<file path="config.mk">
export PLATFORM = sky130hd
export DESIGN_NAME = adsr_envelope
export DESIGN_NICKNAME = d
export VERILOG_FILES = /design/src/rtl/adsr_pkg.sv /design/src/rtl/adsr_envelope_tick_prescaler.sv /design/src/rtl/adsr_envelope.sv
export SDC_FILE = /design/constraint.sdc
export NUM_CORES = 1
export LEC_CHECK = 0
export CAP_MARGIN = 20
export CORE_MARGIN = 4
export CORE_UTILIZATION = 40
export CTS_BUF_LIST = sky130_fd_sc_hd__clkbuf_2 sky130_fd_sc_hd__clkbuf_4 sky130_fd_sc_hd__clkbuf_8
export DETAILED_ROUTE_END_ITERATION = 10
export GPL_ROUTABILITY_DRIVEN = 0
export SLEW_MARGIN = 20
export SYNTH_ARGS = -nofsm -noshare
export SYNTH_HDL_FRONTEND = slang
export SYNTH_HIERARCHICAL = 1
export SYNTH_SLANG_ARGS = --single-unit
</file>
<file path="constraint.sdc">
create_clock -name clk -period 8.16 [get_ports clk]
set_input_delay 0.816 -clock clk [delete_from_list [all_inputs] [get_ports clk]]
set_output_delay 0.816 -clock clk [all_outputs]
set_load 0.05 [all_outputs]
</file>
<file path="src/rtl/adsr_pkg.sv">
// ---------------------------------------------------------------------------
// adsr_pkg
// Shared types and constants for the ADSR envelope generator.
//   stage_t     : envelope stage encoding exported on the stage output
//   DEF_AMP_W   : default amplitude width
//   DEF_AMP_MAX : full-scale amplitude for the default width
//   RATE_W      : width of the attack/decay/release rate inputs
// ---------------------------------------------------------------------------
package adsr_pkg;

  localparam int DEF_AMP_W   = 10;
  localparam int DEF_AMP_MAX = (1 << DEF_AMP_W) - 1;
  localparam int RATE_W      = 8;

  typedef enum logic [2:0] {
    IDLE    = 3'd0,
    ATTACK  = 3'd1,
    DECAY   = 3'd2,
    SUSTAIN = 3'd3,
    RELEASE = 3'd4
  } stage_t;

endpackage

</file>
<file path="src/rtl/adsr_envelope_tick_prescaler.sv">
// ---------------------------------------------------------------------------
// tick_prescaler
// Free-running divider producing a one-clock tick every DIV clocks.
//   clk   : system clock
//   rst_n : asynchronous active-low reset (counter restarts at 0)
//   tick  : high for one clock when the count reaches DIV-1
// ---------------------------------------------------------------------------
module tick_prescaler #(
  parameter int DIV = 5000
) (
  input  logic clk,
  input  logic rst_n,
  output logic tick
);

  localparam int CNT_W = (DIV > 1) ? $clog2(DIV) : 1;

  logic [CNT_W-1:0] cnt_q;
  logic [CNT_W-1:0] cnt_d;

  assign tick = (cnt_q == CNT_W'(DIV - 1));

  always_comb begin
    cnt_d = cnt_q + CNT_W'(1);
    if (tick) begin
      cnt_d = '0;
    end
  end

  always_ff @(posedge clk or negedge rst_n) begin
    if (!rst_n) begin
      cnt_q <= '0;
    end else begin
      cnt_q <= cnt_d;
    end
  end

endmodule

</file>
<file path="src/rtl/adsr_envelope.sv">
// ---------------------------------------------------------------------------
// adsr_envelope
// Converts a note gate into a programmable attack/decay/sustain/release
// amplitude contour. The amplitude only moves on prescaler ticks; gate edges
// change stage immediately.
//   clk          : system clock
//   rst_n        : asynchronous active-low reset
//   gate         : note held (level, edge-detected internally)
//   attack_rate  : increment per tick in ATTACK (0 = instant)
//   decay_rate   : decrement per tick in DECAY (0 = instant)
//   sustain_lvl  : sustain target amplitude
//   release_rate : decrement per tick in RELEASE (0 = instant)
//   amp_out      : registered envelope amplitude
//   stage        : current stage (IDLE=0 .. RELEASE=4)
//   busy         : high whenever stage != IDLE
// ---------------------------------------------------------------------------
module adsr_envelope
  import adsr_pkg::*;
#(
  parameter int CLKSPEED = 50_000_000,
  parameter int TICK_HZ  = 10_000,
  parameter int AMP_W    = DEF_AMP_W
) (
  input  logic              clk,
  input  logic              rst_n,
  input  logic              gate,
  input  logic [RATE_W-1:0] attack_rate,
  input  logic [RATE_W-1:0] decay_rate,
  input  logic [AMP_W-1:0]  sustain_lvl,
  input  logic [RATE_W-1:0] release_rate,
  output logic [AMP_W-1:0]  amp_out,
  output logic [2:0]        stage,
  output logic              busy
);

  localparam int             DIV     = CLKSPEED / TICK_HZ;
  localparam logic [AMP_W-1:0] AMP_MAX = '1;

  logic             tick;
  logic             gate_q;
  logic             rise;
  logic             fall;
  stage_t           state_q, state_d;
  logic [AMP_W-1:0] amp_q, amp_d;

  logic [AMP_W:0]   attackSum;
  logic signed [AMP_W+1:0] decayDiff;
  logic [AMP_W-1:0] releaseRateExt;

  tick_prescaler #(.DIV(DIV)) u_prescaler (
    .clk   (clk),
    .rst_n (rst_n),
    .tick  (tick)
  );

  assign rise = gate & ~gate_q;
  assign fall = ~gate & gate_q;

  // Extra headroom bits so overshoot past full scale or below zero is visible.
  assign attackSum      = {1'b0, amp_q} + {{(AMP_W + 1 - RATE_W){1'b0}}, attack_rate};
  assign decayDiff      = $signed({2'b00, amp_q})
                        - $signed({{(AMP_W + 2 - RATE_W){1'b0}}, decay_rate});
  assign releaseRateExt = {{(AMP_W - RATE_W){1'b0}}, release_rate};

  // Gate edges take priority over tick steps; the amplitude is held on the
  // edge cycle so the new stage starts stepping from the current level.
  always_comb begin
    state_d = state_q;
    amp_d   = amp_q;
    if (rise && (state_q == IDLE || state_q == RELEASE)) begin
      state_d = ATTACK;
    end else if (fall && (state_q == ATTACK || state_q == DECAY || state_q == SUSTAIN)) begin
      state_d = RELEASE;
    end else if (tick) begin
      case (state_q)
        ATTACK: begin
          if (attack_rate == '0 || attackSum >= {1'b0, AMP_MAX}) begin
            amp_d   = AMP_MAX;
            state_d = DECAY;
          end else begin
            amp_d = attackSum[AMP_W-1:0];
          end
        end
        DECAY: begin
          if (decay_rate == '0 || decayDiff <= $signed({2'b00, sustain_lvl})) begin
            amp_d   = sustain_lvl;
            state_d = SUSTAIN;
          end else begin
            amp_d = decayDiff[AMP_W-1:0];
          end
        end
        SUSTAIN: begin
          amp_d = sustain_lvl;
        end
        RELEASE: begin
          if (release_rate == '0 || amp_q <= releaseRateExt) begin
            amp_d   = '0;
            state_d = IDLE;
          end else begin
            amp_d = amp_q - releaseRateExt;
          end
        end
        default: begin
          amp_d = amp_q;
        end
      endcase
    end
  end

  always_ff @(posedge clk or negedge rst_n) begin
    if (!rst_n) begin
      gate_q  <= 1'b0;
      state_q <= IDLE;
      amp_q   <= '0;
    end else begin
      gate_q  <= gate;
      state_q <= state_d;
      amp_q   <= amp_d;
    end
  end

  assign amp_out = amp_q;
  assign stage   = state_q;
  assign busy    = (state_q != IDLE);

endmodule
</file>
==> qor.yml <==
synth_top_area_frac: 0.207
num_rows: 32
path_class: "in2reg"
critPathRequiredTime_ns: 8.34
dominantRegCellSynth: "dfrtp_1"
p_leak_nw: 1.69
cp.arrival_ns: 4.81
design_area_mm2: 0.00393
ys_seq_area_frac: 0.207
nets: 536
first_global_vias: 3199
clock-sinks: 27
fmax_mhz: 216
slew_viol_final: 0
worst_pin_slew_ns: 0.863
rsz0062_at_grt: "no"
vias: 3428
drt_iter0_drc: 250
fp.coreArea_mm2: 0.00785
numCtsBuffers: 3
p_sw_frac: 0.437
internal-power_mw: 0.273
port_buffers: 50
outcome: "finished clean"
clkLatencyLatePin_ns: 0.27
p_comb_frac: 0.511
synth_cell_type_count: 54
htreeDepth: 1
async_flop_share: 1.00
cp-start-kind: "primary input"
post_dp_cell_area_mm2: 0.00388
synthAdderAreaFrac: 0.153
cts_resized: 0
die_h_um: 98.3
grt_usage: 0.206
synth-edff-count: 0
postCtsSetupBuffers: 0
grt_max_degree: 28
hpwl_mm: 7.85
synthTopCellsByArea: "dfrtp_1 (21%), ha_1 (13%), a21oi_1 (5.5%)"
drt.antenna.violating_nets: 0
ys_ff_latch: 27
wl_per_cell_um: 17.7
crit_path_end_kind: "flip-flop"
num-fill-cells: 801
cts_tree: "built"
yosys-mux-area-fraction: 0.00307
dp.cells: 558
synthCells: 413
die_area_mm2: 0.00967
syn_to_final_growth_pct: 20.3
hp-class: "reg2reg"
vias_per_cell: 6.10
synth_nets: 488
grt_pass1_wl_mm: 16.5
fin_skew_ns: 0.00388
num_io_pins: 51
yosysTopAreaCell: "dfrtp_1"
holdBufCountCts: 0
cts_buffer_depth: 2
whs_ns: 0.498
avgSynthCellArea_um2: 7.90
drive_gt1_frac: 0.0391
routed_wl_mm: 9.93
p_per_area_mw_per_mm2: 124
yosys_warnings: 6
final_core_util: 0.500
drt_pre_antenna_iters: 5
pwr-share-clk: 0.167
synth_top_family_by_area: "compound AO/OA/AOI/OAI gates"
slew_headroom: 0.424
drc: 0
antenna_found_initial: 0
diodes: 0
gr-total-overflow: 0
synth-compound-area-share: 0.305
start_util: 0.416
setup_tns_ns: 0
hold_viol: 0
ir_drop_mv: 0.206
maxCapViolCount: 0
synth-xor-area-share: 0.0590
syn_area_mm2: 0.00326
switching_power_mw: 0.212
cts_root_buf: "clkbuf_8"
layout.cells.non_filler: 562
finalCritPeriodShare: 0.567
seq_power_share: 0.322
period_needed_ns: 4.63
clkSlewWorstSetupHoldPaths_ns: 0.09
worstPathMaxFanout: 13
setup_viol: 0
synth-simple-area-share: 0.215
die_x_um: 98.3
## layout by cell type, fill, tap and decap left out, drive strengths merged, types with 11 or more instances in the layout
cell,count
a21oi,36
clkdlybuf4s50,50
dfrtp,27
ha,35
inv,40
nand2,19
nand3,13
nor2,24
nor3,11
nor4,11
o21ai,32
xor2,12
## power by group through the flow
stage / Sequential (mW) / Clock (mW) / Combinational (mW)
2_1_floorplan: 0.170 / 0 / 0.152
3_3_place_gp: 0.158 / 0 / 0.244
3_5_place_dp: 0.159 / 0 / 0.244
4_1_cts: 0.156 / 0.0841 / 0.246
5_1_grt: 0.159 / 0.0901 / 0.274
6_report: 0.156 / 0.0810 / 0.248
## through the flow
stage	total power [mW]	setup slack, ns
6_report	0.485	3.53
5_1_grt	0.524	3.18
4_1_cts	0.486	3.63
3_5_place_dp	0.402	3.36
3_3_place_gp	0.403	3.44
2_1_floorplan	0.323	4.34
## state kept, by name (all words and copies together) (netlist names)
signal             count
stage                  3
amp_out               10
gate_q                 1
u_prescaler/cnt_q     13
## routing by layer
layer / up-vias / routed length, um / GRT usage
li1: 1675 / - / -
met1: 1611 / 4890 / 0.319
met2: 126 / 4280 / 0.301
met3: 16 / 594 / 0.0350
met4: 0 / 155 / 0.0399
met5: - / 0 / 0
## cell usage after synthesis (all sizes together) (2+ instances only)
| master | count |
|---|---|
| a311o | 2 |
| o31a | 6 |
| nand3 | 13 |
| nor3 | 11 |
| fa | 3 |
| o211ai | 5 |
| nand2 | 19 |
| a21oi | 36 |
| dfrtp | 27 |
| nor3b | 2 |
| xnor2 | 10 |
| a21o | 7 |
| nor2 | 24 |
| a31oi | 6 |
| o21a | 10 |
| a211oi | 5 |
| or2 | 2 |
| ha | 35 |
| nand2b | 5 |
| inv | 40 |
| o221ai | 2 |
| a211o | 3 |
| or4 | 4 |
| a221oi | 9 |
| o21ai | 32 |
| nor4 | 11 |
| nor2b | 6 |
| and3 | 7 |
| or4b | 2 |
| o22ai | 5 |
| nand4 | 9 |
| xor2 | 12 |
| a21boi | 3 |
| a31o | 4 |
| clkbuf | 10 |
| o31ai | 5 |
| or3 | 9 |
## cell type report
type | count | area [um^2] | share of cell area
clock buffers | 4 | 48.8 | 0.0124
inverters | 40 | 150 | 0.0383
multi-input cells | 336 | 2400 | 0.611
flip-flops and latches | 27 | 676 | 0.172
well taps | 102 | 128 | 0.0325
repair buffers | 53 | 523 | 0.133
## path summary, 6_finish.rpt
check | from | endpoint | slack, ns | cells past startpoint
min in group asynchronous | rst_n | u_prescaler/cnt_q[6] | 0.91 | 2
worst max register to register | amp_out[0] | amp_out[3] | 3.97 | 16
worst max-delay path | decay_rate[0] | amp_out[3] | 3.53 | 16
max in group asynchronous | rst_n | stage[1] | 6.98 | 2
worst min-delay path | u_prescaler/cnt_q[11] | u_prescaler/cnt_q[11] | 0.50 | 1
worst min register to register | u_prescaler/cnt_q[11] | u_prescaler/cnt_q[11] | 0.50 | 1
## logic make-up (layout without fill, tap and decap cells)
family          count (synthesis)  count (layout)
compound gates                148             148
simple gates                  127             127
buf+inv                        50              97
fa+ha+maj                      38              38
flops                          27              27
xor+xnor                       22              22
mux                             1               1
## worst max-delay path, stage by stage
cell and delay, ns:
clkdlybuf4s50_1 0.45, ha_1 0.25, fa_1 0.42, nor2b_1 0.16, o31a_1 0.20, o21ai_0 0.11
a21oi_1 0.19, xnor2_1 0.15, ha_1 0.35, o21ai_0 0.08, a22oi_1 0.17, o31ai_1 0.12
a21oi_1 0.68, and3_1 0.26, o21ai_1 0.08, a221oi_1 0.30
No activity file was read; power rests on OpenSTA's default activity.
